## config.mk

```make
export PLATFORM = sky130hd
export DESIGN_NAME = shade_light_scheduler_flat
export DESIGN_NICKNAME = d
export VERILOG_FILES = /design/src/rtl/shade_light_scheduler_pkg.sv /design/src/rtl/shade_light_scheduler_if.sv /design/src/rtl/shade_light_scheduler_tag.sv /design/src/rtl/shade_light_scheduler.sv /design/src/flat_wrapper.sv
export SDC_FILE = /design/constraint.sdc
export NUM_CORES = 1
export LEC_CHECK = 0
export CORE_MARGIN = 4
export CORE_UTILIZATION = 36
export CTS_CLUSTER_DIAMETER = 50
export DETAILED_ROUTE_END_ITERATION = 10
export PLACE_DENSITY = 0.71
export SYNTH_ARGS = -nofsm -noshare
export SYNTH_HDL_FRONTEND = slang
export SYNTH_SLANG_ARGS = --single-unit
export TNS_END_PERCENT = 10
```

## constraint.sdc

```tcl
create_clock -name clk_in -period 3.25 [get_ports clk_in]
set_input_delay 0.8125 -clock clk_in [delete_from_list [all_inputs] [get_ports clk_in]]
set_output_delay 0.8125 -clock clk_in [all_outputs]
set_load 0.1 [all_outputs]
```

## src/rtl/shade_light_scheduler_pkg.sv

```systemverilog
// Shared types and constants for the shade light scheduler.
package shade_light_scheduler_pkg;

  localparam int NORM_WIDTH = 16;
  localparam int NORM_FRAC  = 14;
  localparam int ONE_FIXED  = 1 << NORM_FRAC;

  // Element 0 = x, 1 = y, 2 = z; each element is a signed fixed-point value.
  typedef logic [2:0][NORM_WIDTH-1:0] vec3_t;

  typedef enum logic [1:0] {
    ST_IDLE  = 2'd0,
    ST_ISSUE = 2'd1,
    ST_DRAIN = 2'd2,
    ST_OUT   = 2'd3
  } sched_state_e;

  // Clamp a positive intensity sum to 1.0.
  function automatic logic [NORM_WIDTH-1:0] sat_one(input int unsigned sum);
    if (sum > int'(ONE_FIXED)) return NORM_WIDTH'(ONE_FIXED);
    return NORM_WIDTH'(sum);
  endfunction

endpackage

```

## src/rtl/shade_light_scheduler_if.sv

```systemverilog
// Triangle-in / shade-out handshake bundle of the shade light scheduler.
interface shade_light_scheduler_if;
  import shade_light_scheduler_pkg::*;

  vec3_t                 tri_norm_in;
  logic                  tri_valid_in;
  logic                  tri_ready_out;
  logic [NORM_WIDTH-1:0] shade_out;
  logic                  culled_out;
  logic                  shade_valid_out;
  logic                  shade_ready_in;

  modport slave (
    input  tri_norm_in, tri_valid_in, shade_ready_in,
    output tri_ready_out, shade_out, culled_out, shade_valid_out
  );

  modport master (
    output tri_norm_in, tri_valid_in, shade_ready_in,
    input  tri_ready_out, shade_out, culled_out, shade_valid_out
  );

endinterface

```

## src/rtl/shade_light_scheduler_tag.sv

```systemverilog
// Tag shift pipe that tracks requests in flight through the shared dot unit.
module shade_tag_pipe #(
  parameter int DEPTH = 4
) (
  input  logic clk_in,
  input  logic rst_n_in,
  input  logic push_valid_in,
  input  logic push_cam_in,
  output logic out_valid_out,
  output logic out_cam_out,
  output logic busy_out
);

  logic [DEPTH-1:0] valid_q, valid_d;
  logic [DEPTH-1:0] cam_q, cam_d;

  // Shift every tag one stage toward the output, new tag enters stage 0.
  always_comb begin
    valid_d    = '0;
    cam_d      = '0;
    valid_d[0] = push_valid_in;
    cam_d[0]   = push_cam_in;
    for (int i = 1; i < DEPTH; i++) begin
      valid_d[i] = valid_q[i-1];
      cam_d[i]   = cam_q[i-1];
    end
  end

  // Tag registers; reset drops every in-flight tag.
  always_ff @(posedge clk_in or negedge rst_n_in) begin
    if (!rst_n_in) begin
      valid_q <= '0;
      cam_q   <= '0;
    end else begin
      valid_q <= valid_d;
      cam_q   <= cam_d;
    end
  end

  assign out_valid_out = valid_q[DEPTH-1];
  assign out_cam_out   = cam_q[DEPTH-1];
  assign busy_out      = |valid_q;

endmodule

```

## src/rtl/shade_light_scheduler.sv

```systemverilog
// Time-multiplexes one shared light_intensity unit over the light table for
// each triangle normal, sums lit intensities plus ambient, emits one shade.
module shade_light_scheduler
  import shade_light_scheduler_pkg::*;
#(
  parameter  int N_LIGHTS = 4,
  parameter  int DOT_LAT  = 4,
  parameter  int AMBIENT  = 1638,
  localparam int LIGHT_W  = (N_LIGHTS > 1) ? $clog2(N_LIGHTS) : 1,
  // One spare bit so out-of-range table writes are visible and can be dropped.
  localparam int IDX_W    = LIGHT_W + 1,
  localparam int ACC_W    = NORM_WIDTH + $clog2(N_LIGHTS) + 1
) (
  input  logic                    clk_in,
  input  logic                    rst_n_in,
  shade_light_scheduler_if.slave  bus,
  input  logic                    cfg_we_in,
  input  logic [IDX_W-1:0]        cfg_idx_in,
  input  vec3_t                   cfg_norm_in,
  output vec3_t                   dot_tri_norm_out,
  output vec3_t                   dot_light_norm_out,
  input  logic [NORM_WIDTH-1:0]   dot_intensity_in,
  input  logic                    dot_lit_in
);

  localparam logic [IDX_W-1:0]   N_IDX    = IDX_W'(N_LIGHTS);
  localparam logic [LIGHT_W-1:0] LAST_IDX = LIGHT_W'(N_LIGHTS - 1);

  sched_state_e         state_q, state_d;
  logic [LIGHT_W-1:0]   idx_q, idx_d;
  vec3_t                norm_q, norm_d;
  logic [ACC_W-1:0]     acc_q, acc_d;
  logic                 culled_q, culled_d;
  vec3_t                table_q [N_LIGHTS];
  vec3_t                table_d [N_LIGHTS];

  logic                 push_valid, push_cam;
  logic                 tag_valid, tag_cam, tag_busy;
  logic [ACC_W-1:0]     shade_sum;

  shade_tag_pipe #(.DEPTH(DOT_LAT)) u_tag_pipe (
    .clk_in        (clk_in),
    .rst_n_in      (rst_n_in),
    .push_valid_in (push_valid),
    .push_cam_in   (push_cam),
    .out_valid_out (tag_valid),
    .out_cam_out   (tag_cam),
    .busy_out      (tag_busy)
  );

  // Next state, issue control and result accumulation.
  always_comb begin
    state_d    = state_q;
    idx_d      = idx_q;
    norm_d     = norm_q;
    acc_d      = acc_q;
    culled_d   = culled_q;
    push_valid = 1'b0;
    push_cam   = 1'b0;

    if (tag_valid) begin
      if (dot_lit_in) acc_d = acc_q + ACC_W'(dot_intensity_in);
      if (tag_cam)    culled_d = !dot_lit_in;
    end

    case (state_q)
      ST_IDLE: begin
        if (bus.tri_valid_in) begin
          state_d  = ST_ISSUE;
          norm_d   = bus.tri_norm_in;
          idx_d    = '0;
          acc_d    = '0;
          culled_d = 1'b0;
        end
      end
      ST_ISSUE: begin
        push_valid = 1'b1;
        push_cam   = (idx_q == '0);
        if (idx_q == LAST_IDX) state_d = ST_DRAIN;
        else                   idx_d   = idx_q + 1'b1;
      end
      ST_DRAIN: begin
        if (!tag_busy) state_d = ST_OUT;
      end
      ST_OUT: begin
        if (bus.shade_ready_in) state_d = ST_IDLE;
      end
      default: state_d = ST_IDLE;
    endcase
  end

  // Light table update; the issue path reads the registered copy, so a
  // same-cycle write to the index being issued is seen only next time.
  always_comb begin
    table_d = table_q;
    if (cfg_we_in && (cfg_idx_in < N_IDX)) table_d[cfg_idx_in[LIGHT_W-1:0]] = cfg_norm_in;
  end

  // State, datapath and light table registers.
  always_ff @(posedge clk_in or negedge rst_n_in) begin
    if (!rst_n_in) begin
      state_q  <= ST_IDLE;
      idx_q    <= '0;
      norm_q   <= '0;
      acc_q    <= '0;
      culled_q <= 1'b0;
      table_q  <= '{default: '0};
    end else begin
      state_q  <= state_d;
      idx_q    <= idx_d;
      norm_q   <= norm_d;
      acc_q    <= acc_d;
      culled_q <= culled_d;
      table_q  <= table_d;
    end
  end

  assign shade_sum           = acc_q + ACC_W'(AMBIENT);
  assign bus.tri_ready_out   = (state_q == ST_IDLE);
  assign bus.shade_valid_out = (state_q == ST_OUT);
  assign bus.culled_out      = (state_q == ST_OUT) && culled_q;
  assign bus.shade_out       = ((state_q == ST_OUT) && !culled_q) ? sat_one(32'(shade_sum)) : '0;
  assign dot_tri_norm_out    = (state_q == ST_ISSUE) ? norm_q : '0;
  assign dot_light_norm_out  = (state_q == ST_ISSUE) ? table_q[idx_q] : '0;

endmodule

```

## src/flat_wrapper.sv

```systemverilog
// flat-port wrapper written by rule: the top's interface ports become plain ports
module shade_light_scheduler_flat import shade_light_scheduler_pkg::*;
#(
  parameter  int N_LIGHTS = 4,
  parameter  int DOT_LAT  = 4,
  parameter  int AMBIENT  = 1638,
  localparam int LIGHT_W  = (N_LIGHTS > 1) ? $clog2(N_LIGHTS) : 1,
                                                                               
  localparam int IDX_W    = LIGHT_W + 1,
  localparam int ACC_W    = NORM_WIDTH + $clog2(N_LIGHTS) + 1
)
  (clk_in, rst_n_in, cfg_we_in, cfg_idx_in, cfg_norm_in, dot_tri_norm_out, dot_light_norm_out, dot_intensity_in, dot_lit_in, bus_tri_norm_in, bus_tri_valid_in, bus_shade_ready_in, bus_tri_ready_out, bus_shade_out, bus_culled_out, bus_shade_valid_out);
  shade_light_scheduler_if bus_i ();
  input  logic clk_in;
  input  logic rst_n_in;
  input  logic cfg_we_in;
  input  logic [IDX_W-1:0] cfg_idx_in;
  input  vec3_t cfg_norm_in;
  output vec3_t dot_tri_norm_out;
  output vec3_t dot_light_norm_out;
  input  logic [NORM_WIDTH-1:0] dot_intensity_in;
  input  logic dot_lit_in;
  input wire logic [$bits(bus_i.tri_norm_in)-1:0] bus_tri_norm_in;
  input wire logic [$bits(bus_i.tri_valid_in)-1:0] bus_tri_valid_in;
  input wire logic [$bits(bus_i.shade_ready_in)-1:0] bus_shade_ready_in;
  output wire logic [$bits(bus_i.tri_ready_out)-1:0] bus_tri_ready_out;
  output wire logic [$bits(bus_i.shade_out)-1:0] bus_shade_out;
  output wire logic [$bits(bus_i.culled_out)-1:0] bus_culled_out;
  output wire logic [$bits(bus_i.shade_valid_out)-1:0] bus_shade_valid_out;
  assign bus_i.tri_norm_in = bus_tri_norm_in;
  assign bus_i.tri_valid_in = bus_tri_valid_in;
  assign bus_i.shade_ready_in = bus_shade_ready_in;
  assign bus_tri_ready_out = bus_i.tri_ready_out;
  assign bus_shade_out = bus_i.shade_out;
  assign bus_culled_out = bus_i.culled_out;
  assign bus_shade_valid_out = bus_i.shade_valid_out;
  shade_light_scheduler #(.N_LIGHTS(N_LIGHTS), .DOT_LAT(DOT_LAT), .AMBIENT(AMBIENT)) u_core (.clk_in(clk_in), .rst_n_in(rst_n_in), .bus(bus_i), .cfg_we_in(cfg_we_in), .cfg_idx_in(cfg_idx_in), .cfg_norm_in(cfg_norm_in), .dot_tri_norm_out(dot_tri_norm_out), .dot_light_norm_out(dot_light_norm_out), .dot_intensity_in(dot_intensity_in), .dot_lit_in(dot_lit_in));
endmodule
```

==> impl_metrics.py <==
metrics = {
    "setup_path": {
        "critPathMaxFanout": 10,
        "required_ns": 2.44,
        "crit_type": "flop to output port",
        "arrival_ns": 2.88,
        "worstSetupEndpointType": "output port",
        "crit_path_start_kind": "flop",
    },
    "floorplanning": {
        "die_x_um": 200,
        "initial_core_util": 0.364,
        "io_pins": 236,
        "num_rows": 70,
        "core-area_um2": 36600,
        "fp.dieH_um": 200,
        "dieArea_um2": 40200,
    },
    "yosys": {
        "netlist_instances": 1098,
        "ys_async_sr_fraction": 1.00,
        "synth_area_per_cell_um2": 12.1,
        "yosysSeqAreaShare": 0.510,
        "synth-main-ff-cell": "dfrtp_1",
        "syn-cell-area_um2": 13300,
        "ys_seq_elements": 272,
        "synth_edf_count": 0,
        "yosysWarningCount": 0,
        "synth.distinct_cells": 65,
        "syn_nets": 1243,
    },
    "pwr": {
        "vdd_drop_max_v": 0.000829,
        "leakagePower_nw": 8.15,
        "power_density_nw_per_um2": 1030,
        "power_mw": 19.6,
    },
    "global_route": {
        "grt_pass1_wl_mm": 54.1,
        "grt_util_met3": 0.0368,
        "met1_usage": 0.222,
        "grt_util_met2": 0.269,
        "grt_max_degree": 99,
        "overflow": 0,
        "antenna_found_initial": 1,
        "grt_pass1_vias": 9872,
        "grt.total_usage": 0.162,
        "grt-busiest-layer": "met2",
    },
    "min_path": {
        "hold_class": "flop to flop",
    },
    "placement": {
        "placed_area_um2": 17700,
        "gp_congestion": 0.865,
        "dp_cells": 1786,
        "place_ws_ns": 0.0163,
        "numPortBuffers": 234,
        "hpwlAfterDp_mm": 22.4,
    },
    "clock_tree": {
        "clock_latency_ns": 0.49,
        "ctsLongestPathBuffers": 3,
        "ctsHoldBuffers": 0,
        "htree_levels": 2,
        "clkSlewWorstSetupHoldPaths_ns": 0.06,
        "clkSinkCount": 272,
        "cts-root-buf": "clkbuf_16",
        "cts_made_buffers": 35,
        "cts_tree": "done",
    },
    "sta": {
        "clock_skew_ns": 0.00653,
        "relSlewSlack": 0.462,
        "finalCritPeriodShare": 1.14,
        "finalHoldViolCount": 0,
        "fin_hold_ws_ns": 0.348,
        "setup_ws_ns": -0.441,
        "min_period_ns": 3.69,
        "setup_viol": 15,
        "fmax_mhz": 271,
        "rsz0062_at_grt": "yes",
        "slew_viol_final": 0,
        "tightest_slew_ns": 0.807,
        "final.setup.tns_ns": -5.41,
    },
    "final_layout": {
        "n_fill_cell": 3071,
        "final_nets": 1504,
        "multi_input_area_um2": 6410,
        "register_area_um2": 6810,
        "final_area_um2": 19000,
        "area_growth_pct": 42.5,
        "layout.cells.non_filler": 1851,
        "drive_gt1_frac": 0.381,
        "fin_util": 0.519,
        "diodes": 0,
    },
    "detailed_routing": {
        "wire_per_inst_um": 17.9,
        "drc_errors": 0,
        "drtIter0Drc": 462,
        "viasPerCell": 5.08,
        "drtPass1Iterations": 4,
        "vias": 9400,
        "routed_wl_mm": 33.1,
        "postRouteAntennaNets": 0,
    },
    "status": {
        "violations": "setup timing",
        "status": "complete, but fails checks",
    },
    "run": {
        "max_cap_violations": 0,
    },
}
==> critical path: stages (launching register included) <==
cell      delay [ns]
dfrtp_2         0.41
buf_6           0.14
o211ai_1        0.43
a211oi_2        0.14
xor2_1          0.18
a2111o_1        0.36
a21o_1          0.22
buf_12          0.16
a21oi_4         0.14
buf_12          0.19
==> report_power, final <==
group	internal [mW]	switching (mW)
registers	4.37	0.647
clock network	2.25	1.44
logic	4.36	6.50
==> layout by cell type, fill, tap and decap left out, types with 13 or more instances in the layout <==
master,count
a21oi_1,34
and2_1,75
and2_4,25
buf_12,122
buf_4,45
clkbuf_16,36
clkdlybuf4s50_1,119
dfrtp_1,268
ha_1,21
inv_1,14
mux2_2,192
mux4_2,48
nand2_1,182
nor2_1,17
o21ai_0,17
xnor2_1,13
==> layer usage <==
layer / wire (µm) / vias up
met5: 13 / -
met4: 430 / 2
met3: 1820 / 40
met2: 16100 / 243
met1: 14800 / 4741
li1: - / 4374
==> synthesized netlist by cell type, drive strengths merged (2+ instances only) <==
cell type | n | area (µm²)
ha | 23 | 288
clkbuf | 40 | 150
mux2 | 192 | 2160
o21ai | 19 | 95.1
nand3 | 5 | 25.0
and4 | 2 | 17.5
xnor2 | 13 | 114
nand2 | 182 | 683
a21o | 8 | 60.1
nand4b | 2 | 17.5
dfrtp | 272 | 6810
or4 | 2 | 15.0
mux4 | 48 | 1080
and3 | 4 | 25.0
inv | 16 | 60.1
o21bai | 3 | 22.5
nand3b | 2 | 18.8
a31oi | 5 | 31.3
nor2b | 3 | 18.8
a2111oi | 2 | 25.0
o41ai | 2 | 17.5
buf | 25 | 141
and2 | 101 | 632
nand2b | 2 | 12.5
o21a | 2 | 15.0
xor2 | 7 | 61.3
nor4bb | 2 | 20.0
nor3 | 11 | 55.1
nand4 | 2 | 12.5
a211oi | 9 | 77.6
nor2 | 27 | 124
a21oi | 37 | 189
o211ai | 5 | 37.5
==> cell type report <==
type,instances,share of cell area
sequential,272,0.358
inverter,16,0.00316
clock buffer,45,0.0502
tap,468,0.0308
multi-input combinational,745,0.337
timing repair buffer,289,0.211
clock inverter,16,0.00882
==> worst paths after layout <==
path,depth (start not counted),endpoint,slack [ns],from
worst max-delay path,9,bus_shade_out[6],-0.44,u_core.acc_q[1]
worst min-delay path,0,u_core.u_tag_pipe.cam_q[2],0.35,u_core.u_tag_pipe.cam_q[1]
worst max register to register,8,u_core.acc_q[17],0.69,u_core.acc_q[6]
worst min register to register,0,u_core.u_tag_pipe.cam_q[2],0.35,u_core.u_tag_pipe.cam_q[1]
max in group asynchronous,2,u_core.table_q[164],2.11,rst_n_in
min in group asynchronous,1,u_core.table_q[176],0.36,rst_n_in
==> sequential cells by signal (all words and copies together), names as in the netlist <==
register,count
u_core.table_q,192
u_core.u_tag_pipe.valid_q,4
u_core.idx_q,2
u_core.culled_q,1
u_core.state_q,2
u_core.norm_q,48
u_core.u_tag_pipe.cam_q,4
u_core.acc_q,19
==> cells by family (layout without fill, tap and decap cells) <==
| group | count (synthesis) | count (layout) | share of synthesized area |
|---|---|---|---|
| fa+ha+maj | 24 | 24 | 0.0231 |
| other cells | 1 | 1 | 0.000281 |
| buf+inv | 81 | 366 | 0.0264 |
| simple gates | 355 | 355 | 0.132 |
| flops | 272 | 272 | 0.510 |
| mux | 241 | 241 | 0.244 |
| xor+xnor | 20 | 20 | 0.0131 |
| compound gates | 104 | 104 | 0.0514 |
==> repair_timing <==
| action | CTS | global route |
|---|---|---|
| pin swaps | 2 | 7 |
| buffers inserted | 0 | 4 |
| endpoints found under the setup margin | 46 | 46 |
| cloned | 0 | 0 |
| resized for setup | 30 | 7 |
(Power assumes the default switching activity.)
